$ cat src/rtl/image_cell_sequencer.sv
// Streams one frame of cells from the source memories through an external cell processor
// and writes the results to the result memory in address order.
module image_cell_sequencer #(
    parameter int unsigned CELL_DEPTH   = 8,
    parameter int unsigned OPCODE_W     = 4,
    parameter int unsigned USER_W       = 8,
    parameter int unsigned NUM_CELLS    = 64,
    parameter int unsigned PROC_LATENCY = 1,
    localparam int unsigned ADDR_W      = (NUM_CELLS > 2) ? $clog2(NUM_CELLS) : 1
) (
    input  logic                  clk,
    input  logic                  rst,
    input  logic                  start,
    input  logic [OPCODE_W-1:0]   opcode_in,
    input  logic [USER_W-1:0]     user_in,
    output logic                  rd_en,
    output logic [ADDR_W-1:0]     rd_addr,
    input  logic [CELL_DEPTH-1:0] rd_dataA,
    input  logic [CELL_DEPTH-1:0] rd_dataB,
    output logic [CELL_DEPTH-1:0] cellA,
    output logic [CELL_DEPTH-1:0] cellB,
    output logic [USER_W-1:0]     userInputA,
    output logic [OPCODE_W-1:0]   opcode,
    input  logic [CELL_DEPTH-1:0] processedCell,
    output logic                  wr_en,
    output logic [ADDR_W-1:0]     wr_addr,
    output logic [CELL_DEPTH-1:0] wr_data,
    output logic                  busy,
    output logic                  done
);

    // Stage 0 is visible the cycle after rd_en; the last stage is the write strobe itself.
    localparam int DEPTH = int'(PROC_LATENCY) + 3;
    localparam logic [ADDR_W-1:0] LastAddr = ADDR_W'(NUM_CELLS - 1);

    localparam logic [1:0] StIdle  = 2'd0;
    localparam logic [1:0] StRun   = 2'd1;
    localparam logic [1:0] StDrain = 2'd2;

    logic [1:0]            state_q, state_d;
    logic                  rd_en_q, rd_en_d;
    logic [ADDR_W-1:0]     rd_addr_q, rd_addr_d;
    logic [OPCODE_W-1:0]   opcode_q, opcode_d;
    logic [USER_W-1:0]     user_q, user_d;
    logic                  busy_q, busy_d;
    logic                  done_q, done_d;
    logic [CELL_DEPTH-1:0] cell_a_q, cell_a_d;
    logic [CELL_DEPTH-1:0] cell_b_q, cell_b_d;
    logic [CELL_DEPTH-1:0] wr_data_q, wr_data_d;
    logic [DEPTH-1:0]      vld_q, vld_d;
    logic [ADDR_W-1:0]     addr_q [DEPTH];
    logic [ADDR_W-1:0]     addr_d [DEPTH];

    always_comb begin
        state_d   = state_q;
        rd_en_d   = rd_en_q;
        rd_addr_d = rd_addr_q;
        opcode_d  = opcode_q;
        user_d    = user_q;
        case (state_q)
            StIdle: begin
                if (start) begin
                    state_d   = StRun;
                    rd_en_d   = 1'b1;
                    rd_addr_d = '0;
                    opcode_d  = opcode_in;
                    user_d    = user_in;
                end
            end
            StRun: begin
                if (rd_addr_q == LastAddr) begin
                    rd_en_d = 1'b0;
                    state_d = StDrain;
                end else begin
                    rd_addr_d = rd_addr_q + ADDR_W'(1);
                end
            end
            StDrain: begin
                if (done_q) begin
                    state_d = StIdle;
                end
            end
            default: state_d = StIdle;
        endcase
        busy_d = (state_d != StIdle);
    end

    always_comb begin
        vld_d[0]  = rd_en_q;
        addr_d[0] = rd_addr_q;
        for (int i = 1; i < DEPTH; i++) begin
            vld_d[i]  = vld_q[i-1];
            addr_d[i] = addr_q[i-1];
        end
        cell_a_d  = vld_q[0] ? rd_dataA : cell_a_q;
        cell_b_d  = vld_q[0] ? rd_dataB : cell_b_q;
        // processedCell is valid PROC_LATENCY cycles after the cells were presented.
        wr_data_d = vld_q[DEPTH-2] ? processedCell : wr_data_q;
        done_d    = vld_q[DEPTH-2] && (addr_q[DEPTH-2] == LastAddr);
    end

    always_ff @(posedge clk) begin
        if (rst) begin
            state_q   <= StIdle;
            rd_en_q   <= 1'b0;
            rd_addr_q <= '0;
            opcode_q  <= '0;
            user_q    <= '0;
            busy_q    <= 1'b0;
            done_q    <= 1'b0;
            cell_a_q  <= '0;
            cell_b_q  <= '0;
            wr_data_q <= '0;
            vld_q     <= '0;
            for (int i = 0; i < DEPTH; i++) begin
                addr_q[i] <= '0;
            end
        end else begin
            state_q   <= state_d;
            rd_en_q   <= rd_en_d;
            rd_addr_q <= rd_addr_d;
            opcode_q  <= opcode_d;
            user_q    <= user_d;
            busy_q    <= busy_d;
            done_q    <= done_d;
            cell_a_q  <= cell_a_d;
            cell_b_q  <= cell_b_d;
            wr_data_q <= wr_data_d;
            vld_q     <= vld_d;
            for (int i = 0; i < DEPTH; i++) begin
                addr_q[i] <= addr_d[i];
            end
        end
    end

    assign rd_en      = rd_en_q;
    assign rd_addr    = rd_addr_q;
    assign cellA      = cell_a_q;
    assign cellB      = cell_b_q;
    assign userInputA = user_q;
    assign opcode     = opcode_q;
    assign wr_en      = vld_q[DEPTH-1];
    assign wr_addr    = addr_q[DEPTH-1];
    assign wr_data    = wr_data_q;
    assign busy       = busy_q;
    assign done       = done_q;

endmodule

$ cat config.mk
export PLATFORM = sky130hd
export DESIGN_NAME = image_cell_sequencer
export DESIGN_NICKNAME = d
export VERILOG_FILES = /design/src/rtl/image_cell_sequencer.sv
export SDC_FILE = /design/constraint.sdc
export NUM_CORES = 1
export LEC_CHECK = 0
export CORE_MARGIN = 2
export CORE_UTILIZATION = 47
export CTS_CLUSTER_DIAMETER = 120
export CTS_CLUSTER_SIZE = 24
export DETAILED_ROUTE_END_ITERATION = 10
export PLACE_DENSITY = 0.8
export SETUP_SLACK_MARGIN = 0.15
export SYNTH_ARGS = -nofsm -noshare
export SYNTH_HDL_FRONTEND = slang
export SYNTH_SLANG_ARGS = --single-unit
$ cat constraint.sdc
create_clock -name clk -period 2.65 [get_ports clk]
set_clock_uncertainty 0.1 [all_clocks]
set_input_delay 0.3975 -clock clk [delete_from_list [all_inputs] [get_ports clk]]
set_output_delay 0.3975 -clock clk [all_outputs]
set_load 0.05 [all_outputs]
Word-level counts from Yosys, hierarchy flattened
Memories as Yosys holds them, arrays and structs flattened.
Cells that the tools add are included.
{"block": "word_totals", "regBits": 51, "latch_bits": 0, "ramBits": 24, "mem_bits_ro": 0, "inputBits": 39, "output_inout_bits": 52, "word_cells": 48, "n_memories": 1}
{"name": "addr_q", "depth": 4, "word_bits": 6, "rd": 4, "rd_clocked_by_memory_dff": 0, "write_ports": 4, "line": "51", "text": "logic [ADDR_W-1:0] addr_q [DEPTH];"}
{"block": "op_classes", "n_addsub": 1, "multipliers": 0, "div": 0, "magnitude_cmp": 0, "eq_ne": 7, "shifts": 0, "n_mux": 17, "bitwise_logic": 4, "reduce_logical": 7}
{"operator": "6-bit 2-to-1 mux", "n": 6}
{"operator": "6-bit == test, second input constant", "n": 2}
{"operator": "6-bit case mux with 2 select lines", "n": 1}
{"operator": "6-bit by 1-bit adder with 6-bit output, second input constant", "n": 1}
{"operator": "2-bit 2-to-1 mux", "n": 3}
{"operator": "2-bit != test, second input constant", "n": 3}
{"operator": "2-bit case mux with 3 select lines", "n": 1}
{"operator": "3-bit AND reduction", "n": 2}
{"operator": "1-bit 2-to-1 mux", "n": 5}
{"operator": "1-bit OR", "n": 4}
{"operator": "2-bit nonzero test", "n": 2}
{"operator": "2-bit by 1-bit == test with 1-bit output, second input constant", "n": 1}
{"operator": "2-bit == test, second input constant", "n": 1}
{"operator": "2-bit logical NOT", "n": 1}
{"operator": "1-bit case mux with 2 select lines", "n": 1}
{"operator": "2-bit AND reduction", "n": 1}
{"operator": "1-bit logical AND", "n": 1}

Logic depth before layout (Yosys ltp)
Gate-level depths: netlist (run 1).
{"block": "logic_depth", "depth_word": 4, "depth_mapped": 5, "mapped_depth_nobuf": 5}

Worst setup path after synthesis (run 1)
No wires, ideal clock.
{"block": "synth_timing", "path_type": "reg2reg", "startpoint": "register rd_addr_q[0], in the netlist rd_addr[0]", "endpoint": "register rd_addr_q[3], in the netlist rd_addr[3]", "setup_ps": 139, "arrival_ps": 1354, "required_ps": 2411, "setup_slack_ps": 1057, "path_stages_with_launch": 6, "n_path_buf": 0, "period_less_slack_ps": 1593, "cell_sequence": "dfxtp_1 ha_1 and3_4 and3_4 a211oi_4 a311oi_2"}
{"block": "synth_via", "elab_chain_cells": 3, "word_cells_on_any_way": 6, "classes_between": "add/sub: 1; eq/ne: 2; mux: 2; reduce/logical: 1"}
{"element": "start, declared", "line": "42", "text": "logic [ADDR_W-1:0] rd_addr_q, rd_addr_d;"}
{"element": "start signal, assigned", "line": "121", "text": "rd_addr_q <= rd_addr_d;"}
{"element": "6-bit by 1-bit adder with 6-bit output or 6-bit == test (tied branches)", "line": "75, 71"}
{"element": "6-bit 2-to-1 mux or 2-bit != test (tied branches)"}
{"element": "6-bit case mux with 2 select lines or 3-bit AND reduction (tied branches)"}
Several ways; a longest one is shown, not always the timed one. The select of a mux whose other input is x is not followed.
A chain may end at the register's enable or synchronous reset.

Worst setup path after layout (run 1)
{"block": "layout_timing", "startpoint": "register rd_addr_q[4], in the netlist rd_addr[4]", "endpoint": "output port rd_addr[4]"}
{"element": "end, declared", "line": "17", "text": "output logic [ADDR_W-1:0] rd_addr,"}
No word-level cell between the ends.

==> results of run 1 <==
layout make-up:
| cell class | instances | area share |
|---|---|---|
| inverters | 4 | 0.00408 |
| repair buffers | 93 | 0.249 |
| flip-flops and latches | 75 | 0.408 |
| clock buffers | 12 | 0.0421 |
| multi-input cells | 154 | 0.253 |
| clock inverters | 4 | 0.0197 |
| well taps | 70 | 0.0238 |
kinds of logic after synthesis:
| group | share of synthesized area |
|---|---|
| flip-flops | 0.590 |
| adder cells (fa/ha/maj) | 0.00492 |
| AO/OA/AOI/OAI | 0.0728 |
| AND/OR/NAND/NOR | 0.194 |
| buffers and inverters | 0.0433 |
| multiplexers | 0.0944 |
through the flow:
stage | setup slack, ns | utilization | hold slack [ns] | total power (W)
after floorplan | 1.06 | - | 0.314 | 0.00138
after global placement | 0.871 | 0.668 | 0.317 | 0.00150
after detailed placement | 0.853 | 0.668 | 0.320 | 0.00150
after CTS | 0.482 | 0.712 | 0.335 | 0.00247
after global routing | 0.417 | 0.712 | 0.349 | 0.00254
final | 0.497 | 0.712 | 0.335 | 0.00244
cell usage after synthesis (all sizes together):
master	count
a211oi	2
a21o	1
a21oi	18
a311oi	2
and2	1
and2b	1
and3	2
and4	2
buf	10
clkbuf	8
dfxtp	75
ha	1
inv	4
mux2i	24
nand2	30
nand2b	2
nand3	1
nand4	1
nor2	30
nor2b	26
nor3	2
nor4	1
o21a	2
o21ai	3
or2	1
or3	1
layer usage:
layer / global-route usage / wire length [um] / up-vias
met1: 0.229 / 2470 / 867
met3: 0.0570 / 251 / 12
met4: 0.102 / 155 / 0
met5: 0 / 0 / -
met2: 0.274 / 2370 / 64
li1: - / - / 991
report_power, final:
group / switching, W / internal, W / total (W)
Combinational: 0.000164 / 0.000127 / 0.000291
Sequential: 0.0000265 / 0.00116 / 0.00119
Clock: 0.000380 / 0.000581 / 0.000961
final timing paths:
check / to / from / slack (ns) / cells past startpoint
hold / removal: addr_q[2][5]$_SDFF_PP0_ / addr_q[1][5]$_SDFF_PP0_ / 0.33 / 1
setup reg to reg: rd_addr[3]$_SDFFE_PP0P_ / rd_addr[0]$_SDFFE_PP0P_ / 0.87 / 5
setup / recovery: rd_addr[4] / rd_addr[4]$_SDFFE_PP0P_ / 0.50 / 1
hold reg to reg: addr_q[2][5]$_SDFF_PP0_ / addr_q[1][5]$_SDFF_PP0_ / 0.33 / 1
state kept, by name (all words and copies together) (netlist names):
name	flops
cellA	8
addr_q	24
cellB	8
userInputA	8
opcode	4
wr_data	8
done	1
rd_en	1
rd_addr	6
busy	1
state_q	2
vld_q	4
==> results, run 1 <==
- The number of buffers and inverters on the critical path is 1.
- The mean routed wirelength per cell is 12.7 um.
- The data required time of the critical path is 2.15 ns.
- The first global-routing pass estimated 8680 um of wire.
- The die is 77.6 um tall.
- The length of the first detailed-routing pass in iterations is 4.
- The vias after detailed routing is 1934.
- Clock tree synthesis inserted a total of 9 buffers.
- In the routed layout, each cell is associated on average with a via count of 4.69.
- For this block, the initial DRC count from the detailed router was 57.
- The die covers 6020 um^2.
- The number of antenna diodes in the final layout is 0.
- Data on the critical path arrives at its endpoint at 1.66 ns.
- Of the synthesized area, sequential elements account for 0.590.
- IR analysis of the VDD net gives a maximum drop of 577 uV.
- Timing would allow up to 0.465 GHz.
- After detailed routing, the total wire length is 5240 um.
- The power per cell area is 662 nW/um^2.
- The share of Yosys cell area claimed by the top area cell type is 0.590.
- In this run the number of H-tree levels came out at 3.
- The post-cts repair resize count is 0.
- By area the synthesized netlist is led by sky130_fd_sc_hd__dfxtp_1 (59%), sky130_fd_sc_hd__mux2i_1 (9.4%), sky130_fd_sc_hd__nor2b_1 (6.4%), sky130_fd_sc_hd__nand2_1 (4.4%), sky130_fd_sc_hd__nor2_1 (4.4%).
- The flow ran to the end, and the final reports show no timing, DRC or antenna violations.
- The delay of the slowest cell on the worst path is 0.87 ns.
- After synthesis the cells add up to 2540 um^2.
- Adding up every negative setup slack in the final design gives 0 ns.
- The number of distinct library cell variants in the gate-level netlist after synthesis is 28.
- For this run, the total global-route usage over all layers was measured as 0.181.
- Pin placement for this block handled 91 I/O pins.
- The worst path needs 2.15 ns of the cycle, external delays included.
- The region available for standard cell placement spans 5170 um^2.
- The cts-stage hold buffer count is 0.
- The post-detailed-placement cell area is 3450 um^2.
- The total number of clock tree sinks is 75.
- The width of the die is 77.6 um.
- The number of max-slew violations in the final report is 0.
- The initial antenna violation count is 0.
- For the worst-skew pair, the clock arrives at the later sink with an insertion delay of 0.32 ns.
- TritonCTS built the clock tree.
- Once the clock tree was built, the setup fixing pass inserted 0 buffers.
- After detailed routing, the number of remaining DRC violations is 0.
- For this configuration, the core starts out at a cell density of 0.492.
- The pin count of the biggest net entering global routing is 31.
- The critical path goes through clkdlybuf4s50_1.
- Leaving out fill and tap cells, the most frequent cell in the layout is sky130_fd_sc_hd__clkdlybuf4s50_1.
- The clock slew at the register clock pins of the worst setup and hold paths is 0.07 ns.
- sky130_fd_sc_hd__dfxtp_1 takes more of the synthesized area than any other cell.
- The final hold violation count is 0.
- Counting the fill cells in the layout gives 382.
- The worst-case headroom to the max-slew limit is 0.368.
- In the final layout, the multi-input gates occupy 932 um^2.
- The total half-perimeter wirelength after legalization and detailed placement is 3740 um.
- The slowest stage of the critical path belongs to the cell sky130_fd_sc_hd__clkdlybuf4s50_1.
- The number of antenna-violating nets in the routed design is 0.
- The leakage power figure is 1.38 nW.
- During synthesis, Yosys emitted a total of 0 warnings.
- Of the available clock period, the critical path in the final layout requires 0.812.
- The via count of the first global-routing pass is 1822.
- STA classifies the critical path startpoint as a register.
- STA classifies the critical path endpoint as an output pin.
- The pin slew with the least headroom to its limit is 0.947 ns.
- The count of input and output buffers is 90.
- The cell family with the largest share of critical-path delay is buffers and inverters.
- The number of nets in the final layout is 377.
- The post-synthesis net count is 291.
- Across the run, the number of max-cap violations was 0.
- In this run the deepest clock path goes through 2 buffers.
- Including well taps, the total number of placed cells is 396.
- The synthesis-to-finish area growth is 44.8%.
- The worst hold path belongs to the class register to register.
- The mean area per synthesized cell is 10.1 um^2.
- The post-synthesis register bit count is 75.
- In the layout the commonest cells are sky130_fd_sc_hd__clkdlybuf4s50_1 (89), sky130_fd_sc_hd__dfxtp_1 (75), sky130_fd_sc_hd__nor2_1 (30), sky130_fd_sc_hd__nand2_1 (30), sky130_fd_sc_hd__nor2b_1 (26).
- Summed over all layers, the global routing overflow is 0.
- The library cell used as clock root buffer is sky130_fd_sc_hd__clkbuf_8.
- The number of rows created at floorplan is 26.
- In this run the worst path has a maximum fanout of 8.
- Of the cells placed in the final design, the portion with a size suffix greater than 1 is 0.0731.
- The non-filler instance count after layout is 412.
- Summing all flip-flop and latch instances after layout gives 1500 um^2.
- Setup violations remaining at the end of the flow were counted as 0.
- The final cell area excluding filler cells is 3680 um^2.
- Setup repair after global routing left no endpoint under its margin.
- After technology mapping, the gate count stands at 251.
- The critical path is of the register to output pin type.
- The congestion estimate from routability-driven global placement came to 0.830.
No activity file was read; power rests on OpenSTA's default activity.
==> run 2, diff against run 1 <==
Settings changed: CORE_UTILIZATION 47 to 40, PLACE_DENSITY 0.8 to 0.73.
Clock period 2.65 ns to 1.8 ns, I/O delays scaled along.
==> run 2 against run 1 <==
  * Hold slack worse by 0.047 ns
  * Cell count up 2.4%
  * Clock power up 30%
  * Via count did not move
  * Combinational power grew 47%
  * Cell area down 3.1%
  * Global-route usage fell by 2.9 points
  * Total power is 40% higher
  * Critical path type is now register to register
  * Critical endpoint is now rd_addr[3]$_SDFFE_PP0P_
  * Highest routed layer unchanged
==> results, run 2 (synthesis gave the netlist of run 1 again) <==
- The global-route wire length before repair is 8470 um (-2.4%).
- The full die area is 7010 um^2 (+17%).
- The worst hold path belongs to the class input pin to register.
- The cts-stage hold buffer count is 0 (unchanged).
- The die boundary height is 83.7 um (+8.0%).
- The number of max-slew violations in the final report came to 0 (unchanged).
- The synthesis-to-finish area growth is 40.2%.
- The number of rows created at floorplan is 29 (+12%).
- The combined area of the multi-input logic cells is 945 um^2 (+1.3%).
- The via count of the first global-routing pass is 1892 (+3.8%).
- The worst-case hold slack is 0.288 ns (-0.0469 ns).
- The mean routed wirelength per cell is 12.2 um (-4.0%).
- The width of the die is 83.7 um (+8.0%).
- The final period demand of the worst path is 1.58 ns.
- The number of levels the H-tree was split into is 3 (unchanged).
- The total congestion overflow came to 0 (unchanged).
- The pin count of the biggest net entering global routing is 27 (-13%).
- The violation count after the first detailed-route iteration came to 53 (-7.0%).
- The clock slew at the register clock pins of the worst setup and hold paths is 0.08 ns (about the same).
- The final wirelength is 5160 um (-1.7%).
- The number of maximum-capacitance constraint violations is 0 (unchanged).
- The initial antenna violation count is 0 (unchanged).
- The vias after detailed routing is 1934 (unchanged).
- The number of flip-flops under the largest register name is 24 (unchanged).
- Leaving out fill and tap cells, the most frequent cells in the layout are sky130_fd_sc_hd__dfxtp_1 (73), sky130_fd_sc_hd__buf_4 (57), sky130_fd_sc_hd__clkdlybuf4s50_1 (37).
- The overall routing resource usage was 0.152 (-0.0294).
- The total half-perimeter wirelength after legalization and detailed placement is 3590 um (-4.2%).
- The total number of clock tree sinks was 75 (unchanged).
- The setup TNS is 0 ns (unchanged).
- The kind of end point of the critical path is a register.
- The worst-path maximum fanout was 7 (-1).
- The layout cell share with drive strength beyond 1 is 0.235 (+0.162).
- Of the available clock period, the critical path in the final layout requires 0.881.
- The number of buffers inserted during clock tree synthesis is 9 (unchanged).
- TritonCTS built the clock tree.
- Setup repair after global routing left no endpoint under its margin.
- The filler cell count in the final layout is 567 (+48%).
- The leakage power figure was 1.47 nW (+7.0%).
- The clock insertion delay at the later pin of the skew report is 0.33 ns (about the same).
- The post-route DRC violation count is 0 (unchanged).
- The power per cell area is 959 nW/um^2 (+45%).
- The number of nets in the final layout was 380 (+0.80%).
- CTS placed an instance of sky130_fd_sc_hd__clkbuf_8 at the clock tree root.
- The pin slew with the least headroom to its limit is 0.571 ns (-0.377 ns).
- The final hold violation count is 0 (unchanged).
- The final antenna diode count is 0 (unchanged).
- The placeable core region was 6240 um^2 (+21%).
- The critical path arrival is 1.73 ns (+0.07 ns).
- The commonest non-fill, non-tap cell in the layout is sky130_fd_sc_hd__dfxtp_1.
- The category of the most critical setup path is register to register.
- The data required time of the critical path is 1.94 ns (-0.21 ns).
- The count of input and output buffers is 90 (unchanged).
- Counting flops per register, the top entry is addr_q.
- The average via count per standard cell is 4.58 (-2.4%).
- The initial standard-cell utilization of the core is 0.408 (-0.0842).
- The sort of element at the start of the critical path is a register.
- The global placement routability congestion is 0.817 (-1.5%).
- The number of top-level pins came to 91 (unchanged).
- The flow ran to the end, and the final reports show no timing, DRC or antenna violations.
- The worst-case headroom to the max-slew limit is 0.619 (+0.251).
- The number of antenna-violating nets in the routed design is 0 (unchanged).
- The total of endpoints with negative setup slack in the final report is 0 (unchanged).
- The maximum VDD drop is 518 uV (-10%).
- The length of the first detailed-routing pass in iterations is 4 (unchanged).
- The maximum number of buffers from clock root to sink is 2 (unchanged).
- The area taken by flip-flops and latches came to 1500 um^2 (+0.17%).
- Derived from the worst setup path, the maximum achievable clock frequency is 0.631 GHz.
run 2: changes by cell type in the layout (fill, tap and decap cells not counted), sizes merged:
| cell | before | now |
|---|---|---|
| buf | 4 | 58 |
| dlygate4sd2 | 0 | 1 |
| clkinvlp | 1 | 2 |
| clkdlybuf4s50 | 89 | 37 |
| bufinv | 2 | 1 |
run 2: final timing paths:
check / start / end / slack [ns] / cells past startpoint
worst max-delay path: rd_addr[0]$_SDFFE_PP0P_ / rd_addr[3]$_SDFFE_PP0P_ / 0.22 / 6
worst min-delay path: rst / cellB[1]$_SDFFE_PP0P_ / 0.29 / 2
worst max register to register: rd_addr[0]$_SDFFE_PP0P_ / rd_addr[3]$_SDFFE_PP0P_ / 0.22 / 6
worst min register to register: addr_q[1][1]$_SDFF_PP0_ / addr_q[2][1]$_SDFF_PP0_ / 0.33 / 1
run 2: report_power, final:
part / leakage (nW) / internal [W] / switching [W]
Sequential: 0.610 / 0.00171 / 0.0000304
Combinational: 0.770 / 0.000177 / 0.000251
Clock: 0.0926 / 0.000677 / 0.000577
run 2: cell type report:
| class | instances | area share |
|---|---|---|
| Clock inverter | 4 | 0.0140 |
| Clock buffer | 12 | 0.0407 |
| Tap cell | 77 | 0.0270 |
| Inverter | 4 | 0.00421 |
| Multi-Input combinational cell | 154 | 0.265 |
| Sequential cell | 75 | 0.422 |
| Timing Repair Buffer | 96 | 0.228 |
run 2: layer usage:
layer  global-route usage  wire length (um)  vias to the layer above
met5                    0                 0                        -
met4               0.0880                85                        0
met3               0.0455               323                        7
met2                0.234              2330                       66
met1                0.188              2420                      870
li1                     -                 -                      991
run 2: worst max-delay path, cell delays in order, from the launching register on:
cell	delay, ns
sky130_fd_sc_hd__dfxtp_2	0.39
sky130_fd_sc_hd__ha_4	0.16
sky130_fd_sc_hd__and3_4	0.21
sky130_fd_sc_hd__and3_4	0.21
sky130_fd_sc_hd__a211oi_4	0.05
sky130_fd_sc_hd__buf_4	0.17
sky130_fd_sc_hd__a311oi_2	0.22
run 2: metrics by stage:
step / power (W) / setup WS (ns) / std cells / cell area (um^2) / util
after floorplan: 0.00203 / 0.207 / 251 / 2540 / -
after global placement: 0.00220 / 0.114 / 405 / 3350 / 0.537
after detailed placement: 0.00220 / 0.0803 / 405 / 3350 / 0.537
after CTS: 0.00346 / 0.156 / 422 / 3550 / 0.569
after global routing: 0.00356 / 0.155 / 422 / 3570 / 0.572
final: 0.00342 / 0.215 / 422 / 3570 / 0.572
run 2: timing repair:
action | CTS | global route
endpoints found under the setup margin | 8 | 7
setup buffers | 1 | 0
cloned | 0 | 0
gates resized for setup | 2 | 3
pin swaps | 1 | 0
==> run 3, diff against run 2 <==
Settings changed: CTS_CLUSTER_SIZE 24 to 10.
==> results of run 3 <==
Final layout, timing and power as in run 2 (identical DEF).
